$ cat src/rtl/gpio_irq.sv
`timescale 1ns / 1ps
// ---------------------------------------------------------------------------
// gpio_irq : GPIO peripheral with debounced, edge-triggered interrupts
//
// Drives GpoWidth outputs through atomic set/clear/toggle writes. Samples
// GpiWidth asynchronous inputs through a three-flop synchroniser and an
// optional debouncer. Rising/falling edges of the debounced inputs are
// latched as sticky, write-one-to-clear interrupt bits.
//
// Compile-time option:
//   GPIO_IRQ_DBNC_EN  when defined, the debounce prescaler and the per-pin
//                     counters are built and DBNC_CNT is a live register.
//                     When undefined, the debounced value is simply the
//                     synchronised input and DBNC_CNT reads as 0.
//
// Ports:
//   clk_i            system clock
//   rst_ni           asynchronous active-low reset
//   device_req_i     bus request (one-cycle, no back-pressure)
//   device_addr_i    byte address, bits [11:2] select the word register
//   device_we_i      write enable
//   device_be_i      byte enables, gate every write per byte
//   device_wdata_i   write data
//   device_rvalid_o  response valid, one cycle after every request
//   device_rdata_o   registered read data, 0 for writes/unmapped addresses
//   gp_i             raw asynchronous inputs
//   gp_o             registered outputs
//   irq_o            level interrupt: |(INTR_STATE & (EN_RISE | EN_FALL))
//
// Register map (byte offsets):
//   0x00 OUT  RW | 0x04 IN  RO | 0x08 IN_DBNC RO | 0x0C OUT_SET WO
//   0x10 OUT_CLR WO | 0x14 OUT_TGL WO | 0x18 INTR_EN_RISE RW
//   0x1C INTR_EN_FALL RW | 0x20 INTR_STATE RW1C | 0x24 DBNC_CNT RW
//
// Parameter limits: GpiWidth, GpoWidth and DbncCntWidth must be 1..32.
// ---------------------------------------------------------------------------
module gpio_irq #(
  parameter int unsigned GpiWidth     = 8,
  parameter int unsigned GpoWidth     = 16,
  parameter int unsigned DbncCntWidth = 16,
  parameter int unsigned DbncResetCnt = 500
) (
  input  logic                clk_i,
  input  logic                rst_ni,
  input  logic                device_req_i,
  input  logic [31:0]         device_addr_i,
  input  logic                device_we_i,
  input  logic [3:0]          device_be_i,
  input  logic [31:0]         device_wdata_i,
  output logic                device_rvalid_o,
  output logic [31:0]         device_rdata_o,
  input  logic [GpiWidth-1:0] gp_i,
  output logic [GpoWidth-1:0] gp_o,
  output logic                irq_o
);

  // Word indices (byte offset >> 2)
  localparam logic [9:0] RegOut     = 10'd0;
  localparam logic [9:0] RegIn      = 10'd1;
  localparam logic [9:0] RegInDbnc  = 10'd2;
  localparam logic [9:0] RegOutSet  = 10'd3;
  localparam logic [9:0] RegOutClr  = 10'd4;
  localparam logic [9:0] RegOutTgl  = 10'd5;
  localparam logic [9:0] RegEnRise  = 10'd6;
  localparam logic [9:0] RegEnFall  = 10'd7;
  localparam logic [9:0] RegState   = 10'd8;
  localparam logic [9:0] RegDbncCnt = 10'd9;

  // -------------------------------------------------------------------------
  // Bus decode
  // -------------------------------------------------------------------------
  logic [9:0]  reg_idx;
  logic        wr;
  logic        rd;
  logic [31:0] be_mask;
  logic [31:0] wdata_m;

  assign reg_idx = device_addr_i[11:2];
  assign wr      = device_req_i & device_we_i;
  assign rd      = device_req_i & ~device_we_i;
  assign be_mask = {{8{device_be_i[3]}}, {8{device_be_i[2]}},
                    {8{device_be_i[1]}}, {8{device_be_i[0]}}};
  // Byte-gated write data; used directly by set/clear/toggle/W1C so that a
  // disabled byte lane can never modify anything.
  assign wdata_m = device_wdata_i & be_mask;

  // -------------------------------------------------------------------------
  // Output register with atomic set/clear/toggle aliases
  // -------------------------------------------------------------------------
  logic [GpoWidth-1:0] out_q;
  logic [GpoWidth-1:0] out_next;

  always_comb begin
    out_next = out_q;
    if (wr) begin
      case (reg_idx)
        RegOut:    out_next = (out_q & ~be_mask[GpoWidth-1:0]) | wdata_m[GpoWidth-1:0];
        RegOutSet: out_next = out_q | wdata_m[GpoWidth-1:0];
        RegOutClr: out_next = out_q & ~wdata_m[GpoWidth-1:0];
        RegOutTgl: out_next = out_q ^ wdata_m[GpoWidth-1:0];
        default:   out_next = out_q;
      endcase
    end
  end

  always_ff @(posedge clk_i or negedge rst_ni) begin
    if (!rst_ni) begin
      out_q <= '0;
    end else begin
      out_q <= out_next;
    end
  end

  assign gp_o = out_q;

  // -------------------------------------------------------------------------
  // Interrupt enable registers
  // -------------------------------------------------------------------------
  logic [GpiWidth-1:0] en_rise_q;
  logic [GpiWidth-1:0] en_fall_q;

  always_ff @(posedge clk_i or negedge rst_ni) begin
    if (!rst_ni) begin
      en_rise_q <= '0;
      en_fall_q <= '0;
    end else begin
      if (wr && (reg_idx == RegEnRise)) begin
        en_rise_q <= (en_rise_q & ~be_mask[GpiWidth-1:0]) | wdata_m[GpiWidth-1:0];
      end
      if (wr && (reg_idx == RegEnFall)) begin
        en_fall_q <= (en_fall_q & ~be_mask[GpiWidth-1:0]) | wdata_m[GpiWidth-1:0];
      end
    end
  end

  // -------------------------------------------------------------------------
  // Three-flop input synchroniser; the third stage is the IN register
  // -------------------------------------------------------------------------
  logic [GpiWidth-1:0] sync1_q;
  logic [GpiWidth-1:0] sync2_q;
  logic [GpiWidth-1:0] sync3_q;

  always_ff @(posedge clk_i or negedge rst_ni) begin
    if (!rst_ni) begin
      sync1_q <= '0;
      sync2_q <= '0;
      sync3_q <= '0;
    end else begin
      sync1_q <= gp_i;
      sync2_q <= sync1_q;
      sync3_q <= sync2_q;
    end
  end

  // -------------------------------------------------------------------------
  // Debouncer
  // -------------------------------------------------------------------------
  logic [GpiWidth-1:0] dbnc;
  logic [31:0]         dbnc_cnt_rd;

`ifdef GPIO_IRQ_DBNC_EN
  logic [DbncCntWidth-1:0]  dbnc_cnt_q;
  logic [DbncCntWidth-1:0]  presc_q;
  logic                     dbnc_cnt_wr;
  logic                     tick;
  logic [GpiWidth-1:0][1:0] pin_cnt_q;
  logic [GpiWidth-1:0][1:0] pin_cnt_next;
  logic [GpiWidth-1:0]      dbnc_q;
  logic [GpiWidth-1:0]      dbnc_next;

  assign dbnc_cnt_wr = wr && (reg_idx == RegDbncCnt);
  assign tick        = (presc_q == dbnc_cnt_q);

  // Prescaler period register; any write restarts the prescaler so the tick
  // phase is well defined relative to the write.
  always_ff @(posedge clk_i or negedge rst_ni) begin
    if (!rst_ni) begin
      dbnc_cnt_q <= DbncCntWidth'(DbncResetCnt);
    end else if (dbnc_cnt_wr) begin
      dbnc_cnt_q <= (dbnc_cnt_q & ~be_mask[DbncCntWidth-1:0]) | wdata_m[DbncCntWidth-1:0];
    end
  end

  // Free-running prescaler: wraps to 0 on the tick cycle, so the tick period
  // is DBNC_CNT + 1 cycles.
  always_ff @(posedge clk_i or negedge rst_ni) begin
    if (!rst_ni) begin
      presc_q <= '0;
    end else if (dbnc_cnt_wr || tick) begin
      presc_q <= '0;
    end else begin
      presc_q <= presc_q + DbncCntWidth'(1);
    end
  end

  // Per-pin stability counter: a differing sample on three consecutive ticks
  // commits the new level; any agreeing sample restarts the count.
  always_comb begin
    pin_cnt_next = pin_cnt_q;
    dbnc_next    = dbnc_q;
    if (tick) begin
      for (int i = 0; i < GpiWidth; i++) begin
        if (sync3_q[i] != dbnc_q[i]) begin
          if (pin_cnt_q[i] == 2'd2) begin
            dbnc_next[i]    = sync3_q[i];
            pin_cnt_next[i] = 2'd0;
          end else begin
            pin_cnt_next[i] = pin_cnt_q[i] + 2'd1;
          end
        end else begin
          pin_cnt_next[i] = 2'd0;
        end
      end
    end
  end

  always_ff @(posedge clk_i or negedge rst_ni) begin
    if (!rst_ni) begin
      pin_cnt_q <= '0;
      dbnc_q    <= '0;
    end else begin
      pin_cnt_q <= pin_cnt_next;
      dbnc_q    <= dbnc_next;
    end
  end

  assign dbnc        = dbnc_q;
  assign dbnc_cnt_rd = 32'(dbnc_cnt_q);
`else
  // No debouncing: edges are taken straight from the synchroniser output and
  // the period register does not exist.
  logic [DbncCntWidth-1:0] unused_dbnc_rst;

  assign unused_dbnc_rst = DbncCntWidth'(DbncResetCnt);
  assign dbnc            = sync3_q;
  assign dbnc_cnt_rd     = '0;
`endif

  // -------------------------------------------------------------------------
  // Edge detection and sticky interrupt state
  // -------------------------------------------------------------------------
  logic [GpiWidth-1:0] dbnc_prev_q;
  logic [GpiWidth-1:0] edge_set;
  logic [GpiWidth-1:0] state_clr;
  logic [GpiWidth-1:0] state_q;

  assign edge_set  = ( dbnc & ~dbnc_prev_q & en_rise_q)
                   | (~dbnc &  dbnc_prev_q & en_fall_q);
  assign state_clr = (wr && (reg_idx == RegState)) ? wdata_m[GpiWidth-1:0] : '0;

  // Clear is applied before set, so a new edge wins over a simultaneous W1C.
  always_ff @(posedge clk_i or negedge rst_ni) begin
    if (!rst_ni) begin
      dbnc_prev_q <= '0;
      state_q     <= '0;
    end else begin
      dbnc_prev_q <= dbnc;
      state_q     <= (state_q & ~state_clr) | edge_set;
    end
  end

  assign irq_o = |(state_q & (en_rise_q | en_fall_q));

  // -------------------------------------------------------------------------
  // Read mux and response registers
  // -------------------------------------------------------------------------
  logic [31:0] rdata_next;
  logic [31:0] rdata_q;
  logic        rvalid_q;

  always_comb begin
    rdata_next = '0;
    if (rd) begin
      case (reg_idx)
        RegOut:     rdata_next = 32'(out_q);
        RegIn:      rdata_next = 32'(sync3_q);
        RegInDbnc:  rdata_next = 32'(dbnc);
        RegEnRise:  rdata_next = 32'(en_rise_q);
        RegEnFall:  rdata_next = 32'(en_fall_q);
        RegState:   rdata_next = 32'(state_q);
        RegDbncCnt: rdata_next = dbnc_cnt_rd;
        default:    rdata_next = '0;
      endcase
    end
  end

  always_ff @(posedge clk_i or negedge rst_ni) begin
    if (!rst_ni) begin
      rvalid_q <= 1'b0;
      rdata_q  <= '0;
    end else begin
      rvalid_q <= device_req_i;
      rdata_q  <= rdata_next;
    end
  end

  assign device_rvalid_o = rvalid_q;
  assign device_rdata_o  = rdata_q;

  // Address bits outside the decoded window and write-data bits beyond the
  // register widths are intentionally ignored.
  logic unused_bits;
  assign unused_bits = ^{device_addr_i[31:12], device_addr_i[1:0], wdata_m, be_mask};

endmodule

$ cat config.mk
export PLATFORM = sky130hd
export DESIGN_NAME = gpio_irq
export DESIGN_NICKNAME = d
export VERILOG_FILES = /design/src/rtl/gpio_irq.sv
export SDC_FILE = /design/constraint.sdc
export NUM_CORES = 1
export LEC_CHECK = 0
export BUFFER_PORTS_ARGS = -buffer_cell sky130_fd_sc_hd__buf_2
export CAP_MARGIN = 20
export CORE_ASPECT_RATIO = 1.5
export CORE_MARGIN = 1
export CORE_UTILIZATION = 52
export CTS_CLUSTER_DIAMETER = 100
export DETAILED_ROUTE_END_ITERATION = 10
export PLACE_DENSITY = 0.81
export SLEW_MARGIN = 20
export SYNTH_ARGS = -nofsm -noshare
export SYNTH_HDL_FRONTEND = slang
export SYNTH_SLANG_ARGS = --single-unit
$ cat constraint.sdc
create_clock -name clk_i -period 1.5 [get_ports clk_i]
set_input_delay 0.3 -clock clk_i [delete_from_list [all_inputs] [get_ports clk_i]]
set_output_delay 0.3 -clock clk_i [all_outputs]
set_load 0.02 [all_outputs]
Word-level counts from Yosys, hierarchy flattened
Index checks and enable logic that the tools add are counted.
- register bits: 105
- output and inout bits: 50
- word-level logic and storage cells: 58
- equality and inequality tests: 8
- mux-type cells: 4
- bitwise logic cells: 28
- reduce and logical (&&, ||, !) cells: 8
- operators with widths (cell ; number):
    16-bit one-hot mux with 5 select lines ; 1
    8-bit bitwise AND ; 8
    16-bit one-hot mux with 4 select lines ; 1
    16-bit bitwise AND ; 3
    10-bit by 3-bit equality test with 1-bit output, second input constant ; 4
    8-bit OR ; 5
    16-bit NOT ; 2
    8-bit NOT ; 4
    16-bit OR ; 2
    10-bit by 2-bit equality test with 1-bit output, second input constant ; 2
    16-bit 2-to-1 mux ; 1
    16-bit bitwise XOR ; 1
    10-bit by 1-bit equality test with 1-bit output, second input constant ; 1
    10-bit by 4-bit equality test with 1-bit output, second input constant ; 1
    10-bit zero test ; 1
    8-bit 2-to-1 mux ; 1
    8-bit OR reduction ; 1
    4-bit nonzero test ; 1
    1-bit logical AND ; 3
    1-bit bitwise AND ; 2
    2-bit AND reduction ; 1
    2-bit OR reduction ; 1
    1-bit NOT ; 1

Longest topological paths before layout
- depth in word-level cells: 6
- gate-level depth with buffers: 7
- mapped depth without buffers: 6

Least setup slack after synthesis
No wires, ideal clock.
- path type: input to register
- from: input port device_addr_i[3]
- to: register (tool-made name)
- data arrival time: 1.749 ns
- setup slack: -0.374 ns
- stages on the path: 7
- buffers on the path: 3
- cell sequence: buf_2 -> and3b_1 -> buf_2 -> nand2_1 -> or4_4 -> buf_6 -> mux2_4
- RTL lines (item ; RTL line ; text):
    start, declared ; 46 ; input logic [31:0] device_addr_i,

==> results.txt <==
status = finished, violations left
failing checks = negative setup slack
Worst setup EP type = primary output
vias = 3,447
CP required = 1.20 ns
Die ar. = 8598 µm²
sequential-to-total area share from yosys stat = 52.08%
First-pass DRT Iterations = 4
average cell area after synthesis = 11.68 µm²
final cell count without fillers = 597
Die Width = 76.05 µm
hpwl dp = 7448 µm
Gate power share = 9.3%
Max FO, Critical Path = 2
largest net degree at the start of global routing = 32
worst vdd ir = 0.9076 mV
htree depth = 3
worst r2r src = gp_o[7]$_DFFE_PN0P_
Hold Slack = 0.05583 ns
Placed Cells = 578
Routability Congestion = 0.8254
first-pass GRT wire length = 17,240 µm
Final Max Tran Viols = 0
Pleak = 2.655 nW
Clock power frac = 41.0%
Yosys Warn Count = 0
Max Root-Sink Buffers = 2
critical path class = register to primary output
area of placed instances = 5090 µm²
skew final = 0.006135 ns
final period utilization = 121.1%
Clk pin slew, worst setup/hold paths = 0.06 ns
share of layout cells above drive strength 1 = 34.96%
Power Dens Cells = 924.2 nW/µm²
simple-gate share of the synthesized area = 12.87%
die span in y = 113.1 µm
Post-synth EDFFs = 0
class of the worst hold path = input port to register
adder-cell share of the synthesized area = 4.681%
core area = 8008 µm²
Synth top area share = 52.08%
R2R Path End = gp_o[7]$_DFFE_PN0P_
CTS tree = yes
most common cell after layout, fill and taps aside = dfrtp_1
Cells after Synth = 366
Port Buffers = 73
CP Capture Point = irq_o
complex-gate fraction of the synthesized area = 14.51%
Final Instance Area = 5424 µm²
largest family of logic cells by synthesized area = compound AO/OA/AOI/OAI gates
All-Layer GR Usage = 26.39%
vias in the first global route = 3,584
row count = 40
critical path arrival = 1.52 ns
cts bufs inserted = 9
grt ovf = 0
Seq pwr share = 49.7%
Post-Syn Area = 4277 µm²
final hold viol count = 0
Skew-Pair Late Insertion Delay = 0.34 ns
asr flop ratio synth = 100.0%
RSZ-0062 raised after global routing = yes
CTS Root Cell = clkbuf_16
DR DRC count = 0
fmax = 550.5 MHz
vias per cell = 5.774
commonest non-fill, non-tap cells in the layout = dfrtp_1, buf_2, buf_4
initial antenna violation count = 0
Net Sw Frac = 24.97%
antenna cells = 0
Setup Slack @ Placement = -0.3938 ns
Layout Utilization = 67.73%
max cap viols = 0
top_reg_cell synth = dfrtp_1
Initial Utilization = 53.41%
# setup viols final = 6
Worst R2R Path Depth = 5
mux contribution to synthesized area = 10.77%
DRT iter0 DRCs = 192
final-stage net count = 583
Psw = 1.252 mW
Layout area overhead = 26.83%
top cells by area, synth = dfrtp_1, mux2i_1, a22o_1, ha_1, nand2_1
crit path time final = 1.817 ns
Critical Path Start Type = register
DR WL/cell = 17.55 µm
final worst setup slack = -0.3167 ns
Int Pwr = 3.761 mW
Sink Count = 89
drt total wl = 10,480 µm
synthesis-stage register bit count = 89
Synth area leader = dfrtp_1
FF-to-FF setup slack = 0.18 ns
antenna viol nets, final = 0
# IOs = 130
Yosys cell types = 38
Post-Synth XOR/XNOR Area = 0.2048%
[cell usage after synthesis (2+ instances only)]
cell and number:
o2bb2ai_1 8, ha_1 16, buf_4 17, nand2_1 43
mux2i_1 25, o21ai_0 26, dfrtp_1 89, nand4_1 3
a22oi_1 8, mux2_2 8, mux2_4 8, nor2_1 3
nor3b_1 2, o211ai_1 10, nand3b_1 8, buf_2 5
clkbuf_1 9, nor2b_1 10, and2_1 10, nor4_4 3
a22o_1 24, a21oi_1 15
[layer usage]
metal | global-route usage (%) | share of wire (%) | vias to the layer above
li1 | - | - | 1550
met1 | 27.96 | 37 | 1700
met2 | 47.33 | 53 | 154
met3 | 6.371 | 5.8 | 43
met4 | 15.90 | 4.2 | 0
met5 | 0 | 0 | -
[worst min path at each step]
stage	startpoint	endpoint	slack [ns]	depth (start not counted)
after global routing	gp_i[1]	sync1_q[1]$_DFF_PN0_	0.05	1
final	gp_i[5]	sync1_q[5]$_DFF_PN0_	0.06	1
after floorplan	rst_ni	async pin	0.004	0
after CTS	gp_i[3]	sync1_q[3]$_DFF_PN0_	0.05	1
after detailed placement	rst_ni	device_rvalid_o$_DFF_PN0_	0.22	1
after global placement	rst_ni	device_rvalid_o$_DFF_PN0_	0.22	1
[area by class of cell]
cell class | count | area, µm²
multi-input combinational | 258 | 1928
inverter | 1 | 3.754
clock buffer | 9 | 225.2
tap | 105 | 131.4
fill | 601 | 2584
clock inverter | 7 | 45.04
sequential | 89 | 2227
timing repair buffer | 128 | 863.3
[worst max-delay path: stages, from the launching register on]
cell and delay, ns:
dfrtp_1 0.40, o21ai_2 0.17, nand4_1 0.17, or2_4 0.29
buf_6 0.13
[kinds of logic after synthesis]
kind of cell / after synthesis
and+or+nand+nor: 93
AOI/OAI and AO/OA: 91
DFF: 89
muxes: 41
buffers and inverters: 34
adders and majority gates: 16
other: 1
xor gates and xnor gates: 1
[repair_timing]
action                     CTS  global route
cloned                       0             0
pin swaps                    4             2
hold endpoints to repair    18             0
resized for setup           12             5
setup buffers                2             0
setup endpoints to repair    9            26
hold buffers                 1             0
[stage by stage]
stage          TNS (ns)  power (mW)
3_5_place_dp     -13.30       2.990
2_1_floorplan    -5.602       2.788
5_1_grt         -0.7251       5.217
6_report        -0.3415       5.013
3_3_place_gp     -11.78       2.967
4_1_cts         -0.2802       5.054
[power by group through the flow]
stage / Sequential (mW) / Clock [mW] / Combinational, mW
after floorplan: 2.54 / 0 / 0.252
after CTS: 2.49 / 2.10 / 0.468
final: 2.49 / 2.05 / 0.469
after global placement: 2.53 / 0 / 0.437
after detailed placement: 2.54 / 0 / 0.455
after global routing: 2.50 / 2.21 / 0.513
Note: power is estimated with default switching activity, not from simulation.
